## src/rtl/clock_divider_pkg.sv

```systemverilog
// ============================================================================
// Module   : clock_divider_pkg
// Brief    : Shared constants and helpers for the programmable clock divider.
// Revision : 1.0 - initial release
// ============================================================================
`default_nettype none

package clock_divider_pkg;

  localparam int DIV_W_DEFAULT = 26;
  localparam int DEFAULT_DIV   = 25_000_000;
  localparam int MIN_DIV       = 2;

  // Length of the low phase of a period of d cycles.
  function automatic logic [31:0] half_div(input logic [31:0] d);
    return d >> 1;
  endfunction

endpackage

`default_nettype wire

```

## src/rtl/clock_divider_channel.sv

```systemverilog
// ============================================================================
// Module   : clock_divider_channel
// Brief    : One divider channel: phase counter, active/staged divisor and
//            registered square-wave and tick outputs.
// Revision : 1.0 - initial release
// ============================================================================
`default_nettype none

module clock_divider_channel #(
  parameter int DIV_W       = clock_divider_pkg::DIV_W_DEFAULT,
  parameter int DEFAULT_DIV = clock_divider_pkg::DEFAULT_DIV
) (
  input  logic             clk_i,
  input  logic             rst_ni,
  input  logic             en_i,
  input  logic             wr_i,
  input  logic [DIV_W-1:0] wr_div_i,
  output logic             clk_o,
  output logic             tick_o
);

  import clock_divider_pkg::*;

  localparam logic [DIV_W-1:0] c_RST_DIV = DIV_W'(DEFAULT_DIV);
  localparam logic [DIV_W-1:0] c_ONE     = DIV_W'(1);

  logic [DIV_W-1:0] cnt_q, cnt_d;
  logic [DIV_W-1:0] div_q, div_d;
  logic [DIV_W-1:0] shadow_q, shadow_d;
  logic             pend_q, pend_d;
  logic             en_prev_q;
  logic             clk_q, clk_d;
  logic             tick_q, tick_d;
  logic             w_wrap;
  logic             w_idle;

  // A channel that was off last cycle sits at cnt=0, so a divisor change is safe.
  assign w_idle = ~en_i | ~en_prev_q;
  assign w_wrap = en_i & (cnt_q == div_q - c_ONE);

  always_comb begin
    cnt_d    = '0;
    div_d    = div_q;
    shadow_d = shadow_q;
    pend_d   = pend_q;

    if (w_idle) begin
      if (pend_q) begin
        div_d  = shadow_q;
        pend_d = 1'b0;
      end
      if (wr_i) begin
        div_d  = wr_div_i;
        pend_d = 1'b0;
      end
    end else if (w_wrap) begin
      div_d  = wr_i ? wr_div_i : (pend_q ? shadow_q : div_q);
      pend_d = 1'b0;
    end else if (wr_i) begin
      shadow_d = wr_div_i;
      pend_d   = 1'b1;
    end

    if (en_i && !w_wrap) begin
      cnt_d = cnt_q + c_ONE;
    end

    clk_d  = en_i & (cnt_d >= DIV_W'(half_div(32'(div_d))));
    tick_d = en_i & (cnt_d == div_d - c_ONE);
  end

  always_ff @(posedge clk_i) begin
    if (!rst_ni) begin
      cnt_q     <= '0;
      div_q     <= c_RST_DIV;
      shadow_q  <= c_RST_DIV;
      pend_q    <= 1'b0;
      en_prev_q <= 1'b0;
      clk_q     <= 1'b0;
      tick_q    <= 1'b0;
    end else begin
      cnt_q     <= cnt_d;
      div_q     <= div_d;
      shadow_q  <= shadow_d;
      pend_q    <= pend_d;
      en_prev_q <= en_i;
      clk_q     <= clk_d;
      tick_q    <= tick_d;
    end
  end

  assign clk_o  = clk_q;
  assign tick_o = tick_q;

endmodule

`default_nettype wire

```

## src/rtl/clock_divider_prog.sv

```systemverilog
// ============================================================================
// Module   : clock_divider_prog
// Brief    : Multi-channel runtime-programmable clock divider / tick generator
//            with validated divisor write port.
// Revision : 1.0 - initial release
// ============================================================================
`default_nettype none

module clock_divider_prog #(
  parameter int NUM_CH      = 4,
  parameter int DIV_W       = clock_divider_pkg::DIV_W_DEFAULT,
  parameter int DEFAULT_DIV = clock_divider_pkg::DEFAULT_DIV,
  localparam int CH_W       = (NUM_CH > 1) ? $clog2(NUM_CH) : 1
) (
  input  logic              clk_in,
  input  logic              rst_n,
  input  logic              cfg_we,
  input  logic [CH_W-1:0]   cfg_ch,
  input  logic [DIV_W-1:0]  cfg_div,
  input  logic [NUM_CH-1:0] ch_en,
  output logic [NUM_CH-1:0] clk_out,
  output logic [NUM_CH-1:0] tick_out,
  output logic              cfg_err
);

  import clock_divider_pkg::*;

  logic w_ch_ok;
  logic w_div_ok;
  logic w_accept;
  logic cfg_err_q, cfg_err_d;

  assign w_ch_ok   = 32'(cfg_ch) < 32'(NUM_CH);
  assign w_div_ok  = cfg_div >= DIV_W'(MIN_DIV);
  assign w_accept  = cfg_we & w_ch_ok & w_div_ok;
  assign cfg_err_d = cfg_we & ~(w_ch_ok & w_div_ok);

  always_ff @(posedge clk_in) begin
    if (!rst_n) begin
      cfg_err_q <= 1'b0;
    end else begin
      cfg_err_q <= cfg_err_d;
    end
  end

  assign cfg_err = cfg_err_q;

  for (genvar g = 0; g < NUM_CH; g++) begin : g_ch
    clock_divider_channel #(
      .DIV_W       (DIV_W),
      .DEFAULT_DIV (DEFAULT_DIV)
    ) u_ch (
      .clk_i    (clk_in),
      .rst_ni   (rst_n),
      .en_i     (ch_en[g]),
      .wr_i     (w_accept && (cfg_ch == CH_W'(g))),
      .wr_div_i (cfg_div),
      .clk_o    (clk_out[g]),
      .tick_o   (tick_out[g])
    );
  end

endmodule

`default_nettype wire

```

## config.mk

```make
export PLATFORM = sky130hd
export DESIGN_NAME = clock_divider_prog
export DESIGN_NICKNAME = d
export VERILOG_FILES = /design/src/rtl/clock_divider_pkg.sv /design/src/rtl/clock_divider_channel.sv /design/src/rtl/clock_divider_prog.sv
export SDC_FILE = /design/constraint.sdc
export NUM_CORES = 1
export LEC_CHECK = 0
export ABC_CLOCK_PERIOD_IN_PS = 6100
export CAP_MARGIN = 0
export CORE_UTILIZATION = 40
export CTS_CLUSTER_DIAMETER = 150
export DETAILED_ROUTE_END_ITERATION = 8
export PLACE_DENSITY = 0.55
export SKIP_LAST_GASP = 1
export SYNTH_ARGS = -nofsm -noshare
export SYNTH_HDL_FRONTEND = slang
export SYNTH_SLANG_ARGS = --single-unit
```

## constraint.sdc

```tcl
create_clock -name clk_in -period 6.1 [get_ports clk_in]
set_input_delay 1.22 -clock clk_in [delete_from_list [all_inputs] [get_ports clk_in]]
set_output_delay 1.22 -clock clk_in [all_outputs]
set_load 0.02 [all_outputs]
```

==> results of run 1 <==
[worst min-delay path, delay by kind of cell, from the launching register on]
family,cells,cell delay [ps]
and+or+nand+nor,1,50
DFF,1,310
AOI/OAI and AO/OA,1,50
[power by group through the flow]
stage | Sequential (mW) | Clock, mW | Combinational [mW]
3_5_place_dp | 2.30 | 0 | 1.04
6_report | 2.26 | 2.63 | 1.07
2_1_floorplan | 2.27 | 0 | 0.673
4_1_cts | 2.26 | 2.69 | 1.05
5_1_grt | 2.26 | 2.76 | 1.15
3_3_place_gp | 2.30 | 0 | 1.03
[stage by stage]
stage          TNS, ps  util, %  power (mW)
3_5_place_dp      -295     44.7        3.34
2_1_floorplan        0        -        2.94
6_report             0     47.2        5.97
4_1_cts              0     47.0        5.99
3_3_place_gp      -162     44.7        3.33
5_1_grt          -75.1     47.2        6.18
[registers in the layout, summed over array words and instances, names as in the netlist]
signal and cells:
g_ch.u_ch.cnt_q 104, g_ch.u_ch.tick_o 4, g_ch.u_ch.shadow_q 104, g_ch.u_ch.pend_q 4
g_ch.u_ch.div_q 104, cfg_err 1, g_ch.u_ch.clk_o 4, g_ch.u_ch.en_prev_q 4
[logic make-up (layout without fill, tap and decap cells)]
kind of cell,after synthesis,count (layout),synth area share (%)
muxes,81,81,3.28
buffers and inverters,288,443,4.73
adders and majority gates,112,112,5.56
xor gates and xnor gates,335,335,11.7
AOI/OAI and AO/OA,684,684,18.9
other,0,1,0
DFF,329,329,26.1
and+or+nand+nor,1483,1483,29.7
[final timing paths]
check                                           end  slack (ps)  cells past startpoint
max reg2reg           g_ch[2].u_ch.clk_o$_SDFF_PN0_         220                     26
min          g_ch[3].u_ch.shadow_q[23]$_SDFFE_PN0P_         460                      2
min reg2reg  g_ch[3].u_ch.shadow_q[23]$_SDFFE_PN0P_         460                      2
max                   g_ch[2].u_ch.clk_o$_SDFF_PN0_         220                     26
[cells in the final DEF, fill, tap and decap left out, drive strengths merged, types with 18 or more instances in the layout]
master | netlist | layout
xnor2 | 200 | 200
clkbuf | 151 | 54
a211oi | 25 | 25
nor4 | 65 | 65
buf | 59 | 249
nand2b | 34 | 34
a31oi | 27 | 27
nand3 | 142 | 142
nand2 | 352 | 352
mux2i | 69 | 69
or3 | 35 | 35
nand4 | 69 | 69
nor3 | 159 | 159
xor2 | 134 | 134
or4 | 19 | 19
clkdlybuf4s50 | 0 | 42
or2 | 18 | 18
o211ai | 31 | 31
nor2 | 382 | 382
ha | 112 | 112
dfxtp | 329 | 329
and2 | 23 | 23
o21a | 39 | 39
a22oi | 29 | 29
o22ai | 89 | 89
inv | 78 | 79
a21oi | 124 | 124
nor2b | 36 | 36
and3 | 54 | 54
o21ai | 141 | 141
o22a | 45 | 45
[metal layers]
layer	vias to the layer above	routed length [um]
met4	2	3480
met2	938	41900
met3	197	6500
met5	-	11
met1	12425	42100
li1	12205	-
[area by class of cell]
class / count / area share (%)
Clock inverter: 20 / 0.732
Inverter: 78 / 1.02
Tap cell: 837 / 3.58
Multi-Input combinational cell: 2695 / 60.0
Clock buffer: 54 / 4.13
Sequential cell: 329 / 22.5
Timing Repair Buffer: 291 / 7.96
Antenna cell: 1 / 0.00856
[timing repair]
| item | CTS | global route |
|---|---|---|
| hold endpoints to repair | 0 | 0 |
| resized for setup | 0 | 10 |
| setup endpoints to repair | 0 | 5 |
| buffers inserted | 0 | 6 |
==> flow_metrics.env, run 1 <==
export IMPL_status="completed"
export IMPL_p_int_mw=4.18
export IMPL_synth_most_common_cell="nor2_1"
export IMPL_root_buffer="clkbuf_16"
export IMPL_design_area_sq_um=29200
export IMPL_synth_cells=3312
export IMPL_yosysTopAreaCell="dfxtp_1"
export IMPL_critPathLaunchType="register"
export IMPL_clock_path_buffers=3
export IMPL_ir_drop_mv=0.206
export IMPL_met2_usage_pct=45.9
export IMPL_drt_pass1_iterations=6
export IMPL_grt_use_met3_pct=4.22
export IMPL_seq_area_frac_synth_pct=26.1
export IMPL_crit_top_cell="o21a_1"
export IMPL_leakage_nw=10.9
export IMPL_num_vias=25767
export IMPL_grt_total_usage_pct=28.7
export IMPL_maxSlewHeadroom_pct=37.2
export IMPL_route_final_wire_length_um=94000
export IMPL_crit_fanout=6
export IMPL_synth_edf_count=0
export IMPL_drt_antenna_violating_nets=0
export IMPL_grt_antenna_before_repair=1
export IMPL_fill_cells=6227
export IMPL_reg2reg_from="g_ch[2].u_ch.div_q[1]$_SDFF_PN0_"
export IMPL_worstSetupEndpointType="register"
export IMPL_coreArea_sq_um=61900
export IMPL_synth_cell_type_count=118
export IMPL_critPathArrivalTime_ps=6340
export IMPL_p_per_area_nw_per_um2=204
export IMPL_globalplace_congestion=0.964
export IMPL_slowest_stage="or4b_1"
export IMPL_setup_worst_path_start="g_ch[2].u_ch.div_q[1]$_SDFF_PN0_"
export IMPL_fin_hold_ws_ps=461
export IMPL_required_ps=6550
export IMPL_slew_viol_final=0
export IMPL_viasPerCell=5.99
export IMPL_top_usage_layer="met2"
export IMPL_place_ws_ps=-162
export IMPL_cts_tree="built"
export IMPL_fmax_mhz=170
export IMPL_synth_avg_cell_area_sq_um=7.61
export IMPL_initial_core_util_pct=40.7
export IMPL_synthesis_nets=3459
export IMPL_clkPwrFrac_pct=44.1
export IMPL_grt_ovfl_total=0
export IMPL_grt_max_degree=93
export IMPL_sw_frac_of_total_pct=30.0
export IMPL_synth_common_cells="nor2_1, nand2_1, dfxtp_1"
export IMPL_dp_cells=4224
export IMPL_dp_hpwl_um=71400
export IMPL_synth_top_cells_by_area="dfxtp_1, xnor2_1, nor2_1"
export IMPL_ioPinCount=44
export IMPL_initialDrtViolationCount=2333
export IMPL_die_area_sq_um=64000
export IMPL_die_h_um=253
export IMPL_grt_util_met1_pct=39.0
export IMPL_rsz0062_at_grt="yes"
export IMPL_power_frac_seq_pct=37.8
export IMPL_hold_viol_final=0
export IMPL_multiInputGateArea_sq_um=17500
export IMPL_ys_warn_count=0
export IMPL_io_buffers=43
export IMPL_min_path_type="reg -> reg"
export IMPL_netlist_area_leader_share_pct=26.1
export IMPL_final_cells=4305
export IMPL_die_w_um=253
export IMPL_p_sw_mw=1.79
export IMPL_cts_inserted_buffers=42
export IMPL_clk_latency_ps=580
export IMPL_grt_pass1_wl_um=143000
export IMPL_report_final_setup_viol=0
export IMPL_path_buf_inv=2
export IMPL_htree_levels=2
export IMPL_ys_async_sr_fraction_pct=0
export IMPL_wire_per_inst_um=21.8
export IMPL_clock_skew_ps=20.0
export IMPL_clk_pin_slew_ps=60
export IMPL_seq_area_sq_um=6590
export IMPL_drive_gt1_share_pct=12.5
export IMPL_num_rows=91
export IMPL_crit_type="reg -> reg"
export IMPL_tightest_slew_ps=939
export IMPL_cp_top_family="compound AO/OA/AOI/OAI gates"
export IMPL_drc=0
export IMPL_fin_nets=3584
export IMPL_drv_cap=0
export IMPL_synth_area_sq_um=25200
export IMPL_syn_to_final_growth_pct=16.0
export IMPL_synth_seq_cells=329
export IMPL_hold_start="g_ch[3].u_ch.shadow_q[23]$_SDFFE_PN0P_"
export IMPL_cts_sinks=329
export IMPL_synthFlopType="dfxtp_1"
export IMPL_placed_area_sq_um=27700
export IMPL_fin_crit_ps=5880
export IMPL_slowest_delay_ps=520
export IMPL_holdBufCountCts=0
export IMPL_pwr_share_comb_pct=18.0
export IMPL_finalCritPeriodShare_pct=96.4
export IMPL_grt_pass1_vias=24495
export IMPL_fin_ws_ps=218
Power figures use the tool's default switching activity.
==> run 2: changes to the inputs <==
--- a/config.mk
+++ b/config.mk
@@ -5,12 +5,12 @@
 export SDC_FILE = /design/constraint.sdc
 export NUM_CORES = 1
 export LEC_CHECK = 0
-export ABC_CLOCK_PERIOD_IN_PS = 6100
+export ABC_CLOCK_PERIOD_IN_PS = 7300
 export CAP_MARGIN = 0
 export CORE_UTILIZATION = 40
 export CTS_CLUSTER_DIAMETER = 150
 export DETAILED_ROUTE_END_ITERATION = 8
-export PLACE_DENSITY = 0.55
+export PLACE_DENSITY = 0.53
 export SKIP_LAST_GASP = 1
 export SYNTH_ARGS = -nofsm -noshare
 export SYNTH_HDL_FRONTEND = slang
==> constraint.sdc (replaced) <==
create_clock -name clk_in -period 7.3 [get_ports clk_in]
set_input_delay 1.46 -clock clk_in [delete_from_list [all_inputs] [get_ports clk_in]]
set_output_delay 1.46 -clock clk_in [all_outputs]
set_load 0.02 [all_outputs]
==> flow_metrics.env, run 2 (synthesis gave the netlist of run 1 again) <==
export IMPL_fmax_mhz=155
export IMPL_syn_to_final_growth_pct=10.6
export IMPL_grt_antenna_before_repair=6
export IMPL_htree_levels=2
export IMPL_grt_pass1_wl_um=141000
export IMPL_worstSetupEndpointType="register"
export IMPL_final_cell_mix="nor2_1, nand2_1, dfxtp_1, xnor2_1, nor3_1"
export IMPL_ir_drop_mv=0.166
export IMPL_wire_per_inst_um=21.9
export IMPL_clk_pin_slew_ps=60
export IMPL_slowest_delay_ps=570
export IMPL_io_buffers=43
export IMPL_die_area_sq_um=64000
export IMPL_crit_type="reg -> reg"
export IMPL_place_ws_ps=451
export IMPL_grt_total_usage_pct=28.0
export IMPL_grt_pass1_vias=23997
export IMPL_met1_length_um=40400
export IMPL_num_vias=24880
export IMPL_clk_latency_ps=590
export IMPL_root_buffer="clkbuf_16"
export IMPL_highest_layer="met5"
export IMPL_grt_max_degree=111
export IMPL_maxSlewHeadroom_pct=34.8
export IMPL_slowest_stage="nor3b_1"
export IMPL_clock_skew_ps=14.7
export IMPL_min_path_type="reg -> reg"
export IMPL_cp_cell_sequence="inv_1 > ha_1 > nor3b_1 > nand2_1 > nor4_1 > a21o_1 > nand3_1 > and4_1 > nor2_1 > nor2_1 > a21oi_1 > ha_1 > inv_1 > a221o_1 > a211oi_1 > nand3_1 > o211a_1 > o31a_1 > a2111oi_0 > nand4_1 > a2111oi_1"
export IMPL_status="completed"
export IMPL_globalplace_congestion=0.931
export IMPL_fin_nets=3417
export IMPL_path_buf_inv=2
export IMPL_initial_core_util_pct=40.7
export IMPL_report_final_setup_viol=0
export IMPL_cp_top_family="simple AND/OR/NAND/NOR gates"
export IMPL_layout_commonest_cell="nor2_1"
export IMPL_design_area_sq_um=27900
export IMPL_slew_viol_final=0
export IMPL_critPathLaunchType="register"
export IMPL_p_total_mw=4.87
export IMPL_viasPerCell=6.01
export IMPL_route_final_wire_length_um=90400
export IMPL_tightest_slew_ps=973
export IMPL_post_cts_resized=0
export IMPL_num_rows=91
export IMPL_critPathArrivalTime_ps=6930
export IMPL_drive_gt1_share_pct=7.73
export IMPL_ioPinCount=44
export IMPL_required_ps=7770
export IMPL_crit_fanout=7
export IMPL_leakage_nw=10.1
export IMPL_finalCritPeriodShare_pct=88.5
export IMPL_diodes=0
export IMPL_p_per_area_nw_per_um2=175
export IMPL_placed_area_sq_um=26500
export IMPL_drc=0
export IMPL_rsz0062_at_grt="no"
export IMPL_setup_tns_ps=0
export IMPL_dp_hpwl_um=68000
export IMPL_drv_cap=0
export IMPL_holdBufCountCts=0
export IMPL_wl_met3_um=5550
export IMPL_coreArea_sq_um=61900
export IMPL_die_h_um=253
export IMPL_cts_setup_buffers=0
export IMPL_initialDrtViolationCount=2107
export IMPL_wl_met2_um=41500
export IMPL_hold_viol_final=0
export IMPL_clock_path_buffers=3
export IMPL_cts_sinks=329
export IMPL_cts_inserted_buffers=42
export IMPL_drt_antenna_violating_nets=0
export IMPL_die_w_um=253
export IMPL_drt_pass1_iterations=6
export IMPL_grt_ovfl_total=0
export IMPL_finish_utilization_pct=45.0
export IMPL_fin_crit_ps=6460
export IMPL_cts_tree="built"
export IMPL_fin_ws_ps=840
export IMPL_top_regs="g_ch.u_ch.cnt_q: 104 flops, g_ch.u_ch.div_q: 104 flops, g_ch.u_ch.shadow_q: 104 flops"
==> run 2: cell types whose count changed in the layout (fill, tap and decap cells not counted), sizes merged <==
cell | before | now
buf | 249 | 82
clkinv | 14 | 8
clkbuf | 54 | 59
diode | 1 | 0
inv | 79 | 80
==> run 2: metrics by stage <==
stage / hold slack [ps] / instances
floorplan: 432 / 3312
global placement: 442 / 4063
detailed placement: 447 / 4063
CTS: 455 / 4137
global route: 482 / 4137
finish: 457 / 4137
==> run 2: layout make-up <==
type	instances	area (sq um)
Timing Repair Buffer	124	1060
Fill cell	6352	34100
Multi-Input combinational cell	2695	17500
Clock buffer	59	1210
Tap cell	837	1050
Clock inverter	15	196
Inverter	78	298
Sequential cell	329	6590
==> run 2: final timing paths <==
kind                                                                to  slack [ps]                                    from  depth (start not counted)
worst min register to register  g_ch[0].u_ch.shadow_q[12]$_SDFFE_PN1P_         460  g_ch[0].u_ch.shadow_q[12]$_SDFFE_PN1P_                          2
worst min-delay path            g_ch[0].u_ch.shadow_q[12]$_SDFFE_PN1P_         460  g_ch[0].u_ch.shadow_q[12]$_SDFFE_PN1P_                          2
worst max-delay path                    g_ch[3].u_ch.tick_o$_SDFF_PN0_         840        g_ch[3].u_ch.div_q[0]$_SDFF_PN0_                         21
worst max register to register          g_ch[3].u_ch.tick_o$_SDFF_PN0_         840        g_ch[3].u_ch.div_q[0]$_SDFF_PN0_                         21
==> run 2: metal layers <==
| layer | global-route usage, % | vias to the layer above |
|---|---|---|
| met1 | 37.5 | 12036 |
| met5 | 0 | - |
| li1 | - | 11908 |
| met3 | 4.20 | 181 |
| met2 | 45.7 | 747 |
| met4 | 9.56 | 8 |
==> run 2: worst reg2reg max path: stages (launching register included) <==
cell and delay, ps:
dfxtp_1 380, inv_1 140, ha_1 220, nor3b_1 570, nand2_1 410, nor4_1 570, a21o_1 130, nand3_1 260
and4_1 320, nor2_1 330, nor2_1 110, a21oi_1 260, ha_1 340, inv_1 120, a221o_1 270, a211oi_1 390
nand3_1 130, o211a_1 150, o31a_1 290, a2111oi_0 360, nand4_1 170, a2111oi_1 400
==> run 2: report_power, final <==
part	leakage [nW]	switching, mW	internal [mW]	total (mW)
combinational	6.72	0.510	0.295	0.805
sequential	2.67	0.0617	1.83	1.89
clock	0.698	0.877	1.30	2.18
